$ cat config.mk
export PLATFORM = sky130hd
export DESIGN_NAME = hack_uart_tx
export DESIGN_NICKNAME = d
export VERILOG_FILES = /design/src/rtl/hack_uart_tx.sv
export SDC_FILE = /design/constraint.sdc
export NUM_CORES = 1
export LEC_CHECK = 0
export ABC_CLOCK_PERIOD_IN_PS = 3300
export CAP_MARGIN = 15
export CORE_UTILIZATION = 55
export DETAILED_ROUTE_END_ITERATION = 16
export PLACE_DENSITY = 0.83
export REMOVE_ABC_BUFFERS = 1
export SYNTH_ARGS = -nofsm -noshare
export SYNTH_HDL_FRONTEND = slang
export SYNTH_SLANG_ARGS = --single-unit
$ cat constraint.sdc
create_clock -name clk -period 3.3 [get_ports clk]
set_clock_uncertainty 0.15 [all_clocks]
set_input_delay 0.66 -clock clk [delete_from_list [all_inputs] [get_ports clk]]
set_output_delay 0.66 -clock clk [all_outputs]
set_load 0.02 [all_outputs]
$ cat src/rtl/hack_uart_tx.sv
`default_nettype none
// ============================================================================
// Module  : hack_uart_tx
// Brief   : FIFO-buffered 8N1 UART transmitter with a CPU-readable status word.
// Revision: 1.0
// ============================================================================
module hack_uart_tx #(
  parameter int CLK_HZ     = 12500000,
  parameter int BAUD       = 115200,
  parameter int FIFO_DEPTH = 8
) (
  input  logic        clk,
  input  logic        reset,
  input  logic        wr_en,
  input  logic [15:0] wr_data,
  input  logic        clr_ovf,
  output logic [15:0] status,
  output logic        tx
);

  localparam int c_DIV    = CLK_HZ / BAUD;
  localparam int c_BAUD_W = (c_DIV > 1) ? $clog2(c_DIV) : 1;
  localparam int c_PTR_W  = $clog2(FIFO_DEPTH);
  localparam int c_CNT_W  = c_PTR_W + 1;
  localparam logic [c_BAUD_W-1:0] c_BAUD_LAST = c_BAUD_W'(c_DIV - 1);
  localparam logic [c_CNT_W-1:0]  c_FULL_CNT  = c_CNT_W'(FIFO_DEPTH);

  typedef enum logic [1:0] {
    S_IDLE  = 2'd0,
    S_START = 2'd1,
    S_DATA  = 2'd2,
    S_STOP  = 2'd3
  } state_t;

  logic [7:0]          r_mem [FIFO_DEPTH];
  logic [c_PTR_W-1:0]  r_wr_ptr;
  logic [c_PTR_W-1:0]  r_rd_ptr;
  logic [c_CNT_W-1:0]  r_count;
  logic                r_ovf;
  state_t              r_state;
  logic [c_BAUD_W-1:0] r_baud;
  logic [2:0]          r_bit;
  logic [7:0]          r_shift;
  logic                r_tx;

  state_t              w_state_nxt;
  logic [c_BAUD_W-1:0] w_baud_nxt;
  logic [2:0]          w_bit_nxt;
  logic [7:0]          w_shift_nxt;
  logic                w_tx_nxt;
  logic                w_pop;
  logic                w_push;
  logic                w_full;
  logic                w_empty;
  logic                w_busy;
  logic                w_baud_done;
  logic [3:0]          w_count4;
  logic                w_unused_hi;

  assign w_full      = (r_count == c_FULL_CNT);
  assign w_empty     = (r_count == '0);
  // Full is judged on the pre-edge count, so a same-cycle pop never rescues a write.
  assign w_push      = wr_en && !w_full;
  assign w_busy      = (r_state != S_IDLE);
  assign w_baud_done = (r_baud == c_BAUD_LAST);
  assign w_count4    = 4'(r_count);
  assign w_unused_hi = ^wr_data[15:8];

  always_ff @(posedge clk) begin
    if (w_push) begin
      r_mem[r_wr_ptr] <= wr_data[7:0];
    end
  end

  always_ff @(posedge clk or posedge reset) begin
    if (reset) begin
      r_wr_ptr <= '0;
      r_rd_ptr <= '0;
      r_count  <= '0;
      r_ovf    <= 1'b0;
    end else begin
      if (w_push) begin
        r_wr_ptr <= r_wr_ptr + 1'b1;
      end
      if (w_pop) begin
        r_rd_ptr <= r_rd_ptr + 1'b1;
      end
      if (w_push && !w_pop) begin
        r_count <= r_count + 1'b1;
      end else if (w_pop && !w_push) begin
        r_count <= r_count - 1'b1;
      end
      if (wr_en && w_full) begin
        r_ovf <= 1'b1;
      end else if (clr_ovf) begin
        r_ovf <= 1'b0;
      end
    end
  end

  always_ff @(posedge clk or posedge reset) begin
    if (reset) begin
      r_state <= S_IDLE;
      r_baud  <= '0;
      r_bit   <= '0;
      r_shift <= '0;
      r_tx    <= 1'b1;
    end else begin
      r_state <= w_state_nxt;
      r_baud  <= w_baud_nxt;
      r_bit   <= w_bit_nxt;
      r_shift <= w_shift_nxt;
      r_tx    <= w_tx_nxt;
    end
  end

  // tx follows the current state one clock later, keeping every bit exactly DIV wide.
  always_comb begin
    w_state_nxt = r_state;
    w_baud_nxt  = r_baud;
    w_bit_nxt   = r_bit;
    w_shift_nxt = r_shift;
    w_tx_nxt    = 1'b1;
    w_pop       = 1'b0;
    case (r_state)
      S_IDLE: begin
        w_tx_nxt = 1'b1;
        if (!w_empty) begin
          w_pop       = 1'b1;
          w_shift_nxt = r_mem[r_rd_ptr];
          w_baud_nxt  = '0;
          w_bit_nxt   = '0;
          w_state_nxt = S_START;
        end
      end
      S_START: begin
        w_tx_nxt = 1'b0;
        if (w_baud_done) begin
          w_baud_nxt  = '0;
          w_state_nxt = S_DATA;
        end else begin
          w_baud_nxt = r_baud + 1'b1;
        end
      end
      S_DATA: begin
        w_tx_nxt = r_shift[0];
        if (w_baud_done) begin
          w_baud_nxt  = '0;
          w_shift_nxt = {1'b0, r_shift[7:1]};
          w_bit_nxt   = r_bit + 1'b1;
          if (r_bit == 3'd7) begin
            w_state_nxt = S_STOP;
          end
        end else begin
          w_baud_nxt = r_baud + 1'b1;
        end
      end
      S_STOP: begin
        w_tx_nxt = 1'b1;
        if (w_baud_done) begin
          w_baud_nxt  = '0;
          w_state_nxt = S_IDLE;
        end else begin
          w_baud_nxt = r_baud + 1'b1;
        end
      end
      default: begin
        w_state_nxt = S_IDLE;
      end
    endcase
  end

  assign status = {8'h00, w_count4, r_ovf, w_busy, w_full, w_empty};
  assign tx     = r_tx;

endmodule
`default_nettype wire

# Word-level counts from Yosys, hierarchy flattened

Memories as Yosys holds them, arrays and structs flattened.
Index checks and enable logic that the tools add are counted.
Widths: inputs -> output; s select.

Register bits after elaboration: 32
RAM bits: 64
Memories kept: 1

Add/subtract/negate cells: 6
Equality and inequality tests: 11
Multiplexer cells: 24
Reduce and logical (&&, ||, !) cells: 17

Memories:

| memory | depth | bits a word | rd ports | clocked after Yosys merged registers in | write ports | RTL line | RTL |
|---|---|---|---|---|---|---|---|
| r_mem  | 8     | 8           | 1        | 0                                       | 1           | 35       | `logic [7:0] r_mem [FIFO_DEPTH];` |

Operators with widths:

| cell                | count |
|---|---|
| $mux 8              | 2 |
| $pmux 8 s2          | 1 |
| $mux 7              | 2 |
| $pmux 7 s2          | 1 |
| $mux 2              | 5 |
| $ne 2x2->1 const B  | 5 |
| $add 3x1->3 const B | 3 |
| $mux 4              | 2 |
| $pmux 2 s4          | 1 |
| $reduce_bool 2->1   | 4 |
| $add 7x1->7 const B | 1 |
| $eq 7x7->1 const B  | 1 |
| $mux 1              | 6 |
| $mux 3              | 2 |
| $pmux 3 s2          | 1 |
| $reduce_and 5->1    | 1 |
| $add 4x1->4 const B | 1 |
| $eq 2x2->1 const B  | 2 |
| $eq 4x4->1 const B  | 1 |
| $logic_and 1x1->1   | 4 |
| $logic_not 4->1     | 1 |
| $sub 4x1->4 const B | 1 |
| $eq 3x3->1 const B  | 1 |
| $logic_not 1->1     | 3 |
| other kinds (6)     | 6 |

# Logic depth before layout (Yosys ltp)

Gate-level depths: netlist of the first run.

Word-level depth: 7
Gate-level depth with buffers: 11

# Worst setup path before layout of the first run

Ideal clock, no wire load.

Kind: reg-to-reg
Start point: reg r_count[1]
End point: reg r_count[3]
Data arrival time: 2.727 ns
Required time: 3.024 ns
Setup slack: 0.297 ns
Cell stages (with the launch flop): 10
Path buffers: 0
Clock period less this slack: 3.003 ns
Path through: dfrtp_1 > or4_4 > nand2_1 > ha_1 > inv_1 > ha_1 > a21o_1 > a2111oi_0 > a31oi_1 > a221o_1

Word-level cells in the longest chain between the ends: 6

RTL lines:

| what                                                                | RTL line | RTL |
|---|---|---|
| start: declaration                                                  | 38       | `logic [c_CNT_W-1:0] r_count;` |
| start signal: assignment                                            | 89       | `r_count <= r_count + 1'b1;` |
| start signal: assignment                                            | 91       | `r_count <= r_count - 1'b1;` |
| parallel branches: the longest is 6 deep, another holds $sub 4x1->4 | -        |  |

Several ways; the timed one is not identified. The select of a mux whose other input is x is not followed.
A chain may end at the register's enable or synchronous reset.

# Worst setup path in the final report of the first run

Start point: reg r_count[2]
End point: reg r_count[3]

The elaborated chain is that of the path after synthesis.

==> results_dict.tcl, run 1 <==
set metrics [dict create \
    total_power_mw 4.14 \
    synth_edf_count 64 \
    via_count 2465 \
    dp_cells 411 \
    ctsHoldBuffers 0 \
    cts.sinks 96 \
    post-dp-hpwl_mm 5.10 \
    place.gp.congestion 0.794 \
    synth_flop_cell "edfxtp_1" \
    grt_pass1_vias 2509 \
    cts.path.max_buffers 2 \
    hp-class "reg -> reg" \
    synth_seq_cells 96 \
    yosys.area.top_type "edfxtp_1" \
    worstMarginPinSlew_ns 0.980 \
    fin_setup_tns_ns 0 \
    rows 32 \
    antenna_found_initial 0 \
    yosys_warnings 0 \
    p_leak_nw 1.86 \
    cts_post_setup_buffers_inserted 0 \
    maxCapViolations 0 \
    fmax_mhz 324 \
    nNetsFinal 354 \
    fin_cells 427 \
    io_pins 37 \
    crit_type "reg -> reg" \
    root_buffer "clkbuf_8" \
    cts_buffers 9 \
    drc 0 \
    rsz0062_at_grt "false" \
    synthCells 293 \
    grt_pass1_wl_mm 12.4 \
    antennaDiodeCount 0 \
    wire_per_inst_um 17.5 \
    grt_util_all_layers_pct 19.9 \
    period_needed_ns 3.09 \
    layout_common_cells "edfxtp_1 (64), dfrtp_1 (31), clkdlybuf4s50_1 (20)" \
    final_common_cell "edfxtp_1" \
    synth_area_leaders "edfxtp_1 (44%), dfrtp_1 (18%), mux4_1 (5.4%)" \
    slew_headroom_pct 34.6 \
    ctsResizeCount 0 \
    drt_iter0_markers 164 \
    end_kind "register" \
    status "finished, final reports clean" \
    syn_to_final_growth_pct 10.9 \
    detail-route-antenna-nets 0 \
    core_um2 7730 \
    cp-start-kind "register" \
    p_per_area_nw_per_um2 851 \
    clkTransAtPathRegs_ns 0.10 \
    fp.dieW_um 91.4 \
    synth.avg_cell_area_um2 15.0 \
    vias_per_cell 5.77 \
    path_max_fanout 5 \
    grt_overflow 0 \
    htree_num_levels 3 \
    start_util_pct 56.8 \
    critPathArrivalTime_ns 3.19 \
    numPortBuffers 20 \
    synth_area_um2 4390 \
    totalWireLength_mm 7.46 \
    die_area_um2 8350 \
    ir_worst_vdd_mv 0.459 \
    async_flop_share_pct 33.3 \
    ys_types 55 \
    drive_above_1_share_pct 16.6 \
    drt_first_pass_iters 4 \
    grt_max_degree 20 \
    worstPathRequired_ns 3.41 \
    yosys.area.top_type_share_pct 43.7 \
    cts_tree "yes" \
    ys_seq_area_share_pct 62.0 \
    clock_latency_ns 0.36 \
    slew_viol_final 0 \
    post-route-period-util_pct 93.5 \
    setup_violations 0 \
    hold_viol_final 0 \
    fp.dieH_um 91.4 \
]
sequential cells by signal, summed over array words and instances (netlist names):
signal / count
r_mem: 64
tx: 1
r_wr_ptr: 3
r_bit: 3
r_count: 4
r_ovf: 1
r_rd_ptr: 3
r_shift: 8
r_baud: 7
r_state: 2
metal layers:
| layer | wire, µm | track usage (%) |
|---|---|---|
| met5 | 0 | 0 |
| met4 | 72 | 7.01 |
| met3 | 308 | 4.27 |
| met2 | 3790 | 33.3 |
| met1 | 3290 | 25.7 |
final timing paths:
kind / startpoint / endpoint / slack [ns] / cells past startpoint
max: r_count[2] / r_count[3] / 0.21 / 9
min: r_shift[0] / tx / 0.35 / 2
max reg2reg: r_count[2] / r_count[3] / 0.21 / 9
min reg2reg: r_shift[0] / tx / 0.35 / 2
max in group asynchronous: reset / tx / 1.74 / 3
min in group asynchronous: reset / r_baud[0] / 0.52 / 2
final cells by class:
class	count	area, µm²
flip-flops and latches	96	2720
repair buffers	33	298
inverters	9	36.3
fillers	541	2860
well taps	102	128
multi-input cells	171	1490
clock buffers	9	124
clock inverters	7	72.6
critical path, stage by stage (launching register included):
cell	delay, ns
dfrtp_1	0.45
or4_4	0.59
nand2_1	0.17
ha_1	0.21
inv_1	0.12
ha_1	0.30
a21o_1	0.21
a2111oi_0	0.38
a31oi_1	0.09
a221o_1	0.32
synthesized netlist by cell type (2+ instances only):
| cell type | count |
|---|---|
| nor3_1 | 4 |
| xor2_1 | 2 |
| mux4_2 | 6 |
| a31oi_1 | 5 |
| nand2b_1 | 5 |
| a22o_1 | 3 |
| clkbuf_1 | 5 |
| o21ai_0 | 18 |
| nor2_1 | 12 |
| a21oi_1 | 3 |
| inv_1 | 7 |
| nor2b_1 | 3 |
| nand3_1 | 6 |
| dfrtp_1 | 31 |
| a21boi_0 | 2 |
| edfxtp_1 | 64 |
| mux4_1 | 9 |
| and3_1 | 2 |
| mux2_2 | 12 |
| o211ai_1 | 2 |
| mux2i_1 | 8 |
| o21ai_1 | 6 |
| nand2_1 | 15 |
| buf_2 | 3 |
| ha_1 | 13 |
| buf_6 | 2 |
| buf_4 | 12 |
| xnor2_1 | 5 |
| nor4_1 | 2 |
cell families after synthesis:
family	count (synthesis)	synth area share [%]
AOI/OAI and AO/OA	49	7.06
xor gates and xnor gates	7	1.40
adders and majority gates	14	4.16
buffers and inverters	33	4.73
DFF	96	62.0
muxes	36	13.6
other	1	0.0854
and+or+nand+nor	57	6.95
per-stage QoR:
step                      instance area, µm²  utilization (%)  setup WS (ns)  hold slack, ns
after floorplan                         4250                -          0.109           0.311
after global placement                  4670             60.5          0.126           0.324
after detailed placement                4670             60.5         0.0652           0.339
after CTS                               4870             63.0          0.211           0.354
after global routing                    4870             63.0         0.0183           0.380
final                                   4870             63.0          0.215           0.349
report_power, final:
group          total [mW]  internal [mW]  switching (mW)
Combinational        1.55          0.787           0.766
Sequential           1.85           1.58           0.269
Clock               0.742          0.299           0.444
Note: power is estimated with default switching activity, not from simulation.
==> run 2, diff against run 1 <==
--- a/config.mk
+++ b/config.mk
@@ -6,7 +6,6 @@
 export NUM_CORES = 1
 export LEC_CHECK = 0
 export ABC_CLOCK_PERIOD_IN_PS = 3300
-export CAP_MARGIN = 15
 export CORE_UTILIZATION = 55
 export DETAILED_ROUTE_END_ITERATION = 16
 export PLACE_DENSITY = 0.83
==> results of run 2 <==
The final DEF is identical to that of run 1; final timing and power are the same.
